**config.mk**
```make
export PLATFORM = sky130hd
export DESIGN_NAME = serial_add_ctrl
export DESIGN_NICKNAME = d
export VERILOG_FILES = /design/src/rtl/serial_add_ctrl.sv
export SDC_FILE = /design/constraint.sdc
export NUM_CORES = 1
export LEC_CHECK = 0
export ABC_AREA = 1
export CORE_ASPECT_RATIO = 0.7
export CORE_MARGIN = 3
export CORE_UTILIZATION = 35
export DETAILED_ROUTE_END_ITERATION = 8
export MAX_ROUTING_LAYER = met4
export SYNTH_ARGS = -nofsm -noshare
export SYNTH_HDL_FRONTEND = slang
export SYNTH_SLANG_ARGS = --single-unit
```
**constraint.sdc**
```tcl
create_clock -name clk_i -period 1.6 [get_ports clk_i]
set_input_delay 0.32 -clock clk_i [delete_from_list [all_inputs] [get_ports clk_i]]
set_output_delay 0.32 -clock clk_i [all_outputs]
set_load 0.02 [all_outputs]
```
**src/rtl/serial_add_ctrl.sv**
```systemverilog
// Bit-serial adder: one full_adder cell reused LSB-first over WIDTH cycles, start/done handshake.
// Optional signed-overflow output enabled by defining SERIAL_ADD_OVF_EN.
module full_adder (
  input  logic a_i,
  input  logic b_i,
  input  logic c_i,
  output logic s_o,
  output logic co_o
);
  assign s_o  = a_i ^ b_i ^ c_i;
  assign co_o = (a_i & b_i) | (c_i & (a_i ^ b_i));
endmodule

module serial_add_ctrl #(
  parameter int unsigned WIDTH = 8
) (
  input  logic             clk_i,
  input  logic             rst_i,
  input  logic             start_i,
  input  logic [WIDTH-1:0] a_i,
  input  logic [WIDTH-1:0] b_i,
  input  logic             cin_i,
  output logic             busy_o,
  output logic             done_o,
  output logic [WIDTH-1:0] sum_o,
  output logic             cout_o
`ifdef SERIAL_ADD_OVF_EN
  ,output logic            ovf_o
`endif
);
  localparam int unsigned CW = $clog2(WIDTH);
  localparam logic [CW-1:0] LAST = CW'(WIDTH - 1);

  typedef enum logic [1:0] {IDLE, SHIFT, DONE} state_e;

  state_e           state_q, state_d;
  logic [WIDTH-1:0] areg_q, areg_d;
  logic [WIDTH-1:0] breg_q, breg_d;
  logic             creg_q, creg_d;
  logic [CW-1:0]    cnt_q, cnt_d;
  logic [WIDTH-1:0] sum_q, sum_d;
  logic             cout_q, cout_d;
  logic             fa_s, fa_co;
`ifdef SERIAL_ADD_OVF_EN
  logic             ovf_q, ovf_d;
`endif

  full_adder u_fa (
    .a_i (areg_q[0]),
    .b_i (breg_q[0]),
    .c_i (creg_q),
    .s_o (fa_s),
    .co_o(fa_co)
  );

  always_comb begin
    state_d = state_q;
    areg_d  = areg_q;
    breg_d  = breg_q;
    creg_d  = creg_q;
    cnt_d   = cnt_q;
    sum_d   = sum_q;
    cout_d  = cout_q;
`ifdef SERIAL_ADD_OVF_EN
    ovf_d   = ovf_q;
`endif
    case (state_q)
      IDLE: begin
        if (start_i) begin
          areg_d  = a_i;
          breg_d  = b_i;
          creg_d  = cin_i;
          cnt_d   = '0;
          sum_d   = '0;
          cout_d  = 1'b0;
`ifdef SERIAL_ADD_OVF_EN
          ovf_d   = 1'b0;
`endif
          state_d = SHIFT;
        end
      end
      SHIFT: begin
        sum_d  = {fa_s, sum_q[WIDTH-1:1]};
        creg_d = fa_co;
        areg_d = areg_q >> 1;
        breg_d = breg_q >> 1;
        if (cnt_q == LAST) begin
          // creg_q here is the carry into the MSB, fa_co the carry out of it
          cout_d  = fa_co;
`ifdef SERIAL_ADD_OVF_EN
          ovf_d   = creg_q ^ fa_co;
`endif
          state_d = DONE;
        end else begin
          cnt_d = cnt_q + 1'b1;
        end
      end
      DONE:    state_d = IDLE;
      default: state_d = IDLE;
    endcase
  end

  always_ff @(posedge clk_i) begin
    if (rst_i) begin
      state_q <= IDLE;
      areg_q  <= '0;
      breg_q  <= '0;
      creg_q  <= 1'b0;
      cnt_q   <= '0;
      sum_q   <= '0;
      cout_q  <= 1'b0;
`ifdef SERIAL_ADD_OVF_EN
      ovf_q   <= 1'b0;
`endif
    end else begin
      state_q <= state_d;
      areg_q  <= areg_d;
      breg_q  <= breg_d;
      creg_q  <= creg_d;
      cnt_q   <= cnt_d;
      sum_q   <= sum_d;
      cout_q  <= cout_d;
`ifdef SERIAL_ADD_OVF_EN
      ovf_q   <= ovf_d;
`endif
    end
  end

  assign busy_o = (state_q != IDLE);
  assign done_o = (state_q == DONE);
  assign sum_o  = sum_q;
  assign cout_o = cout_q;
`ifdef SERIAL_ADD_OVF_EN
  assign ovf_o  = ovf_q;
`endif
endmodule

```
Word-level counts from Yosys, hierarchy flattened --
Cells that the tools add are included.
Cells by class: add/sub/neg operators 1, multipliers 0, divide/modulo/power cells 0, order comparisons 0, equal/unequal tests 6, shift-type cells 0, multiplexer cells 17, bitwise logic cells 5, reductions and logical operators 7
Operator list (count):
- $pmux W8 S2 | 3
- $mux W8 | 3
- $mux W3 | 2
- $ne A2 B2 Y1 const B | 3
- $pmux W3 S2 | 1
- $reduce_and A3 Y1 | 2
- $mux W2 | 2
- $pmux W1 S2 | 2
- $pmux W2 S2 | 1
- $reduce_and A2 Y1 | 2
- $reduce_bool A2 Y1 | 2
- $add A3 B1 Y3 const B | 1
- $eq A3 B3 Y1 const B | 1
- $mux W1 | 3
- $and A1 B1 Y1 | 2
- $eq A2 B1 Y1 const B | 1
- $eq A2 B2 Y1 const B | 1
- $logic_not A2 Y1 | 1
- $xor A1 B1 Y1 | 2
- $or A1 B1 Y1 | 1
Storage, ports and cells: flip-flop bits (word level) 31, bits in latches 0, memory bits (writable) 0, memory bits (read-only) 0, bits of input ports 20, output and inout port bits 11, word-level logic and storage cells 43, memories kept 0

Logic depth before layout (Yosys ltp) --
Gate-level depths: netlist of the first run.
depth in word-level cells 5, gate-level depth with buffers 7, gate-level depth less buffers 7

Modules after synthesis --
Synthesis of the first run repeated with hierarchy kept, for this count alone.
Unflattened totals: cell total of the unflattened synthesis 209, area total of the unflattened synthesis 1466.4 sq um
Modules (own cells, without submodules):
- serial_add_ctrl | instances 1, cells each 208, area an instance 1446.4 sq um
- full_adder | instances 1, cells each 1, area an instance 20.0 sq um

Worst setup path after synthesis of the first run --
No wires, ideal clock.
path type register -> register, start register creg_q, end register sum_q[7] (netlist: sum_o[7]), library setup time 0.070 ns, arrival time 1.114 ns, path slack 0.416 ns, cell stages (with the launch flop) 5, clock period less this slack 1.184 ns, cells stage by stage dfxtp_1 inv_1 fa_1 or2_1 a21oi_1
On the way: longest elaborated chain between the ends 2
RTL lines:
- start, declared | RTL line 39 | logic creg_q, creg_d;
- start signal, assigned | RTL line 119 | creg_q <= creg_d;
- $xor A1 B1 Y1 | RTL line 10 | assign s_o = a_i ^ b_i ^ c_i;
- $pmux W8 S2 | RTL line 67 | case (state_q)
- end signal, assigned | RTL line 121 | sum_q <= sum_d;
- end, declared | RTL line 41 | logic [WIDTH-1:0] sum_q, sum_d;
No other way between the ends. A chain may end at the register's enable or synchronous reset.

Final worst setup path of the first run --
start register sum_q[0] (netlist: sum_o[0]), end output port sum_o[0]
RTL lines:
- end, declared | RTL line 25 | output logic [WIDTH-1:0] sum_o,
No word-level cell between the ends.

==> results.json, run 1 <==
{
  "vias_per_cell": 4.47,
  "path_max_fanout": 2,
  "worst_min_delay_path_class": "reg -> reg",
  "ctsLongestPathBuffers": 2,
  "cts_htree_levels": 2,
  "path_class": "reg -> out",
  "timing.max_slew.rel_slack_pct": 74.6,
  "ctsHoldBuffers": 0,
  "syn-num-nets": 244,
  "leakagePower_nw": 0.993,
  "worst_ir_drop_vdd_mv": 0.435,
  "first_global_vias": 1232,
  "maxClockFrequency_mhz": 653,
  "routed_wire_length_per_instance_um": 11.1,
  "synthTopCellsByArea": "dfxtp_1 43%, nand2_1 16%, nor2_1 12%, nand3_1 7.6%, inv_1 6.3%",
  "synth_area_um2": 1440,
  "min_period_ps": 1530,
  "hp-start": "areg_q[7]",
  "die_w_um": 82.7,
  "rows": 18,
  "yosysWarnings": 0,
  "max-cap-violations": 0,
  "setup_crit_end_kind": "primary output",
  "number_of_failing_setup_endpoints_in_the_final_timing_report": 0,
  "synth.avg_cell_area_um2": 6.55,
  "post_cts.repair.setup_buffers": 0,
  "die_h_um": 59.7,
  "core_area_um2": 3740,
  "worst_path_largest_cell_delay_ps": 600,
  "top_level_ports": 31,
  "insertion_delay_ps": 280,
  "dp_hpwl_um": 2440,
  "slew_viol_final": 0,
  "max_slew.worst_pin.slew_ps": 380,
  "detail-route-antenna-nets": 0,
  "grt_usage_pct": 15.7,
  "grt_max_degree": 24,
  "final.setup.worst_slack_ps": 67.9,
  "finalHoldWorstSlack_ps": 466,
  "ratio_of_cells_with_drive_above_1_in_the_final_layout_pct": 9.27,
  "synth-edff-count": 0,
  "area.growth.synth_to_final_pct": 35.2,
  "route.detailed.drc": 0,
  "crit_required_ps": 1280,
  "cp_data_arrival_time_ps": 1210,
  "route.final.wire_length_um": 3420,
  "clock_sinks": 31,
  "floorplan.initialDensity_pct": 38.6,
  "setup.worst_path.start_class": "flip-flop",
  "port_buffers": 30,
  "via_count": 1380,
  "tritoncts_clock_tree": "yes",
  "final_cycle_utilization_of_the_critical_path_pct": 95.8,
  "total_power_per_unit_cell_area_nw_per_um2": 861,
  "drtPass1Iterations": 4,
  "cts-buffers-inserted": 5,
  "synth_common_cells": "60 x nand2_1, 47 x nor2_1, 31 x dfxtp_1",
  "r2r_start": "cnt_q[0]",
  "setup.worst_path.start": "sum_o[0]",
  "rsz_0062_raised_after_global_routing": "false",
  "run_status": "completed",
  "number_of_antenna_violations_at_the_first_check_in_global_routing": 0,
  "synth_flop_cell": "dfxtp_1",
  "postSynthCellCount": 220,
  "synth.most_common_cell": "nand2_1",
  "gp_congestion": 0.743,
  "grt_first_pass_wirelength_um": 5600,
  "async_flop_share_pct": 0,
  "detailedPlace.worstSlack_ps": -33.1,
  "flops_latches_synth": 31,
  "synth_top_area_cell": "dfxtp_1",
  "fp.dieArea_um2": 4940,
  "clock_skew_ps": 6.00,
  "synth.yosys.seq_area_share_pct": 43.1,
  "area_share_of_the_largest_cell_type_after_synthesis_pct": 43.1,
  "first_iter_violations": 85,
  "ctsRootBufferMaster": "clkbuf_8",
  "critical_path.cell_chain": "clkdlybuf4s50_1",
  "nNetsFinal": 282,
  "dpl-instance-area_um2": 1850,
  "post_cts_repair_resize_count": 3,
  "grt-ovfl-total": 0,
  "stdcell_area_um2": 1950,
  "worst_setup_hold_path_clk_slew_ps": 70,
  "critical_path.top_delay_family": "buffers and inverters",
  "n_antenna_cell": 0,
  "synth.lib_cells_used.distinct": 18,
  "worstPathBufferInverterCount": 1,
  "cpMaxStageDelayCell": "clkdlybuf4s50_1",
  "finalHoldViolations": 0
}
## stage by stage
stage               cells  util (%)  total power [mW]  TNS (ps)
floorplan             220         -             0.996         0
global placement      301      49.6              1.12     -3.77
detailed placement    301      49.6              1.12      -196
CTS                   309      51.7              1.70         0
global route          309      52.1              1.78         0
finish                309      52.1              1.68         0
## cell type report
type                    instances  area, µm²
flip-flops and latches         31        621
inverters                      26       97.6
fillers                       420       1790
repair buffers                 41        407
well taps                      50       62.6
clock inverters                 3       15.0
multi-input cells             153        677
clock buffers                   5       68.8
## report_power, final
| part | internal [mW] | total (mW) | switching (mW) | leakage (nW) |
|---|---|---|---|---|
| registers | 0.809 | 0.828 | 0.0186 | 0.254 |
| clock network | 0.297 | 0.583 | 0.286 | 0.0477 |
| logic | 0.124 | 0.267 | 0.143 | 0.692 |
## cell families (layout without fill, tap and decap cells)
logic type,after synthesis,count (layout),synth area share (%)
buffers and inverters,36,75,9.98
DFF,31,31,43.1
AOI/OAI and AO/OA,14,14,4.86
adders and majority gates,4,4,3.99
and+or+nand+nor,135,135,38.1
## final timing paths
check | cells past startpoint | end | slack, ps
setup reg to reg | 7 | cnt_q[2] | 240
hold reg to reg | 2 | areg_q[7] | 470
hold / removal | 2 | areg_q[7] | 470
setup / recovery | 1 | sum_o[0] | 70
## layer usage
metal  track usage [%]  routed length (µm)  share of wire, %  up-vias
met5                 -                   0                 0        -
met2              22.0                1370                40       31
met4              6.29                  41               1.2        0
met3              3.92                 226               6.6        5
li1                  -                   -                 -      742
met1              21.4                1780                52      602
## sequential cells by signal, summed over array words and instances (netlist names)
signal and cells:
creg_q 1, breg_q 8, cout_o 1, cnt_q 3
state_q 2, sum_o 8, areg_q 8
## layout by cell type, fill, tap and decap left out, types with 2 or more instances in the layout
cell type,n
dlymetal6s2s_1,6
inv_2,2
ha_1,3
clkdlybuf4s50_1,21
clkbuf_8,5
inv_1,24
dfxtp_1,31
buf_4,10
a21oi_1,11
dlygate4sd2_1,3
nand3_1,22
nor2_1,47
nor2_2,2
nand2_1,60
o21ai_0,3
clkinv_2,3
Note: power is estimated with default switching activity, not from simulation.
==> run 2, diff against run 1 <==
--- a/config.mk
+++ b/config.mk
@@ -8,9 +8,11 @@
 export ABC_AREA = 1
 export CORE_ASPECT_RATIO = 0.7
 export CORE_MARGIN = 3
-export CORE_UTILIZATION = 35
+export CORE_UTILIZATION = 49
 export DETAILED_ROUTE_END_ITERATION = 8
 export MAX_ROUTING_LAYER = met4
+export PLACE_DENSITY = 0.77
 export SYNTH_ARGS = -nofsm -noshare
 export SYNTH_HDL_FRONTEND = slang
 export SYNTH_SLANG_ARGS = --single-unit
+export TNS_END_PERCENT = 5
==> results.json, run 2 (synthesis gave the netlist of run 1 again) <==
{
  "run_status": "completed",
  "grt_first_pass_wirelength_um": 5660,
  "first_global_vias": 1302,
  "grt-ovfl-total": 0,
  "gp_congestion": 0.867,
  "leading_cell_types_in_the_layout_fill_and_taps_excluded": "60 x nand2_1, 47 x nor2_1, 30 x dfxtp_1",
  "dp_cells": 284,
  "grt_max_degree": 24,
  "setup_crit_end_kind": "primary output",
  "ctsLongestPathBuffers": 2,
  "first_iter_violations": 59,
  "r2r_start": "cnt_q[0]",
  "worst_setup_hold_path_clk_slew_ps": 60,
  "slew_viol_final": 0,
  "vias_per_cell": 4.62,
  "min_period_ps": 1550,
  "total_power_per_unit_cell_area_nw_per_um2": 914,
  "number_of_antenna_violations_at_the_first_check_in_global_routing": 0,
  "worstPathBufferInverterCount": 1,
  "floorplan.initialDensity_pct": 54.9,
  "final.setup.worst_slack_ps": 46.0,
  "worst_reg_to_reg_path_cell_count": 7,
  "critical_path.cell_chain": "clkdlybuf4s50_1",
  "cp_data_arrival_time_ps": 1230,
  "finalHoldViolations": 0,
  "power.net_switching_mw": 0.442,
  "worst_ir_drop_vdd_mv": 0.553,
  "final_core_utilization_pct": 73.4,
  "critical_path.top_delay_family": "buffers and inverters",
  "crit_required_ps": 1280,
  "nNetsFinal": 281,
  "core_area_um2": 2630,
  "dp_hpwl_um": 2240,
  "area.growth.synth_to_final_pct": 33.8,
  "final.setup.tns_ps": 0,
  "path_max_fanout": 3,
  "timing.max_slew.rel_slack_pct": 76.3,
  "maxClockFrequency_mhz": 644,
  "worst_min_delay_path_class": "reg -> reg",
  "route.detailed.drc": 0,
  "critical_path.endpoint": "sum_o[1]",
  "clock_skew_ps": 5.59,
  "fp.dieArea_um2": 3640,
  "n_antenna_cell": 0,
  "layout.cells.most_common": "nand2_1",
  "leakagePower_nw": 0.977,
  "ratio_of_cells_with_drive_above_1_in_the_final_layout_pct": 8.91,
  "via_count": 1350,
  "grt_usage_pct": 20.9,
  "finish.cell_count_without_fillers": 292,
  "number_of_failing_setup_endpoints_in_the_final_timing_report": 0,
  "power.sequential.fraction_pct": 47.1,
  "p_clk_share_pct": 38.3,
  "final_cycle_utilization_of_the_critical_path_pct": 97.1,
  "setup.worst_path.start": "sum_o[1]",
  "rsz_0062_raised_after_global_routing": "false",
  "clock_sinks": 31,
  "path_class": "reg -> out",
  "tritoncts_clock_tree": "yes",
  "insertion_delay_ps": 280,
  "cts_htree_levels": 2,
  "die_w_um": 70.8,
  "routed_wire_length_per_instance_um": 11.1,
  "worst_flop_to_flop_path_endpoint": "cnt_q[2]",
  "max-cap-violations": 0,
  "top_level_ports": 31,
  "cpMaxStageDelayCell": "clkdlybuf4s50_1",
  "path_depth": 1,
  "die_h_um": 51.4,
  "cts-buffers-inserted": 5,
  "worst_path_largest_cell_delay_ps": 610,
  "ctsRootBufferMaster": "clkbuf_8",
  "regToRegSetupSlack_ps": 250,
  "power.switching_fraction_pct": 25.1,
  "port_buffers": 30,
  "power.internal_mw": 1.32,
  "setup.worst_path.start_class": "flip-flop",
  "design_power_total_mw": 1.76,
  "drtPass1Iterations": 4,
  "detail-route-antenna-nets": 0,
  "pwr-share-comb_pct": 14.6,
  "max_slew.worst_pin.slew_ps": 355,
  "rows": 15,
  "route.final.wire_length_um": 3240,
  "detailedPlace.worstSlack_ps": 2.66
}
==> run 2: cell types whose count changed in the layout (fill, tap and decap cells not counted), sizes merged <==
cell,before,now
clkbuf,5,8
clkinv,3,0
dlygate4sd2,3,1
buf,11,10
clkdlybuf4s15,0,1
clkdlybuf4s50,21,22
==> run 2: metal layers <==
metal | vias up | track usage (%) | part of all wire, %
met1 | 559 | 27.5 | 50
met4 | 0 | 9.38 | 1.1
li1 | 740 | - | -
met2 | 45 | 28.6 | 40
met3 | 6 | 7.27 | 8.7
met5 | - | - | 0
==> run 2: what timing repair did <==
item	CTS	global route
gates resized for setup	3	7
buffers inserted	0	0
hold buffers	0	0
pin swaps	0	0
cloned	0	0
endpoints found under the setup margin	2	7
==> run 2: per-stage QoR <==
stage | hold slack (ps) | cell area (µm²)
final | 467 | 1930
after global routing | 494 | 1930
after CTS | 468 | 1910
after detailed placement | 458 | 1810
after global placement | 452 | 1810
after floorplan | 389 | 1440
==> run 2: final cells by class <==
class                           instances  area (µm²)
Fill cell                             227         699
Multi-Input combinational cell        153         677
Sequential cell                        31         622
Timing Repair Buffer                   40         389
Clock buffer                            8         100
Inverter                               26        97.6
Tap cell                               34        42.5
==> run 2: power by group through the flow <==
stage / logic, mW / clock network [mW] / registers (mW)
2_1_floorplan: 0.149 / 0 / 0.847
3_3_place_gp: 0.256 / 0 / 0.847
3_5_place_dp: 0.258 / 0 / 0.847
4_1_cts: 0.259 / 0.688 / 0.831
5_1_grt: 0.294 / 0.727 / 0.835
6_report: 0.257 / 0.674 / 0.831
==> run 2: worst min-delay path by stage <==
stage / start / slack (ps) / endpoint / cells past startpoint
2_1_floorplan: rst_i / 390 / breg_q[7] / 1
3_3_place_gp: breg_q[7] / 450 / breg_q[7] / 2
3_5_place_dp: areg_q[7] / 460 / areg_q[7] / 2
4_1_cts: areg_q[7] / 470 / areg_q[7] / 2
5_1_grt: areg_q[7] / 490 / areg_q[7] / 2
6_report: areg_q[7] / 470 / areg_q[7] / 2
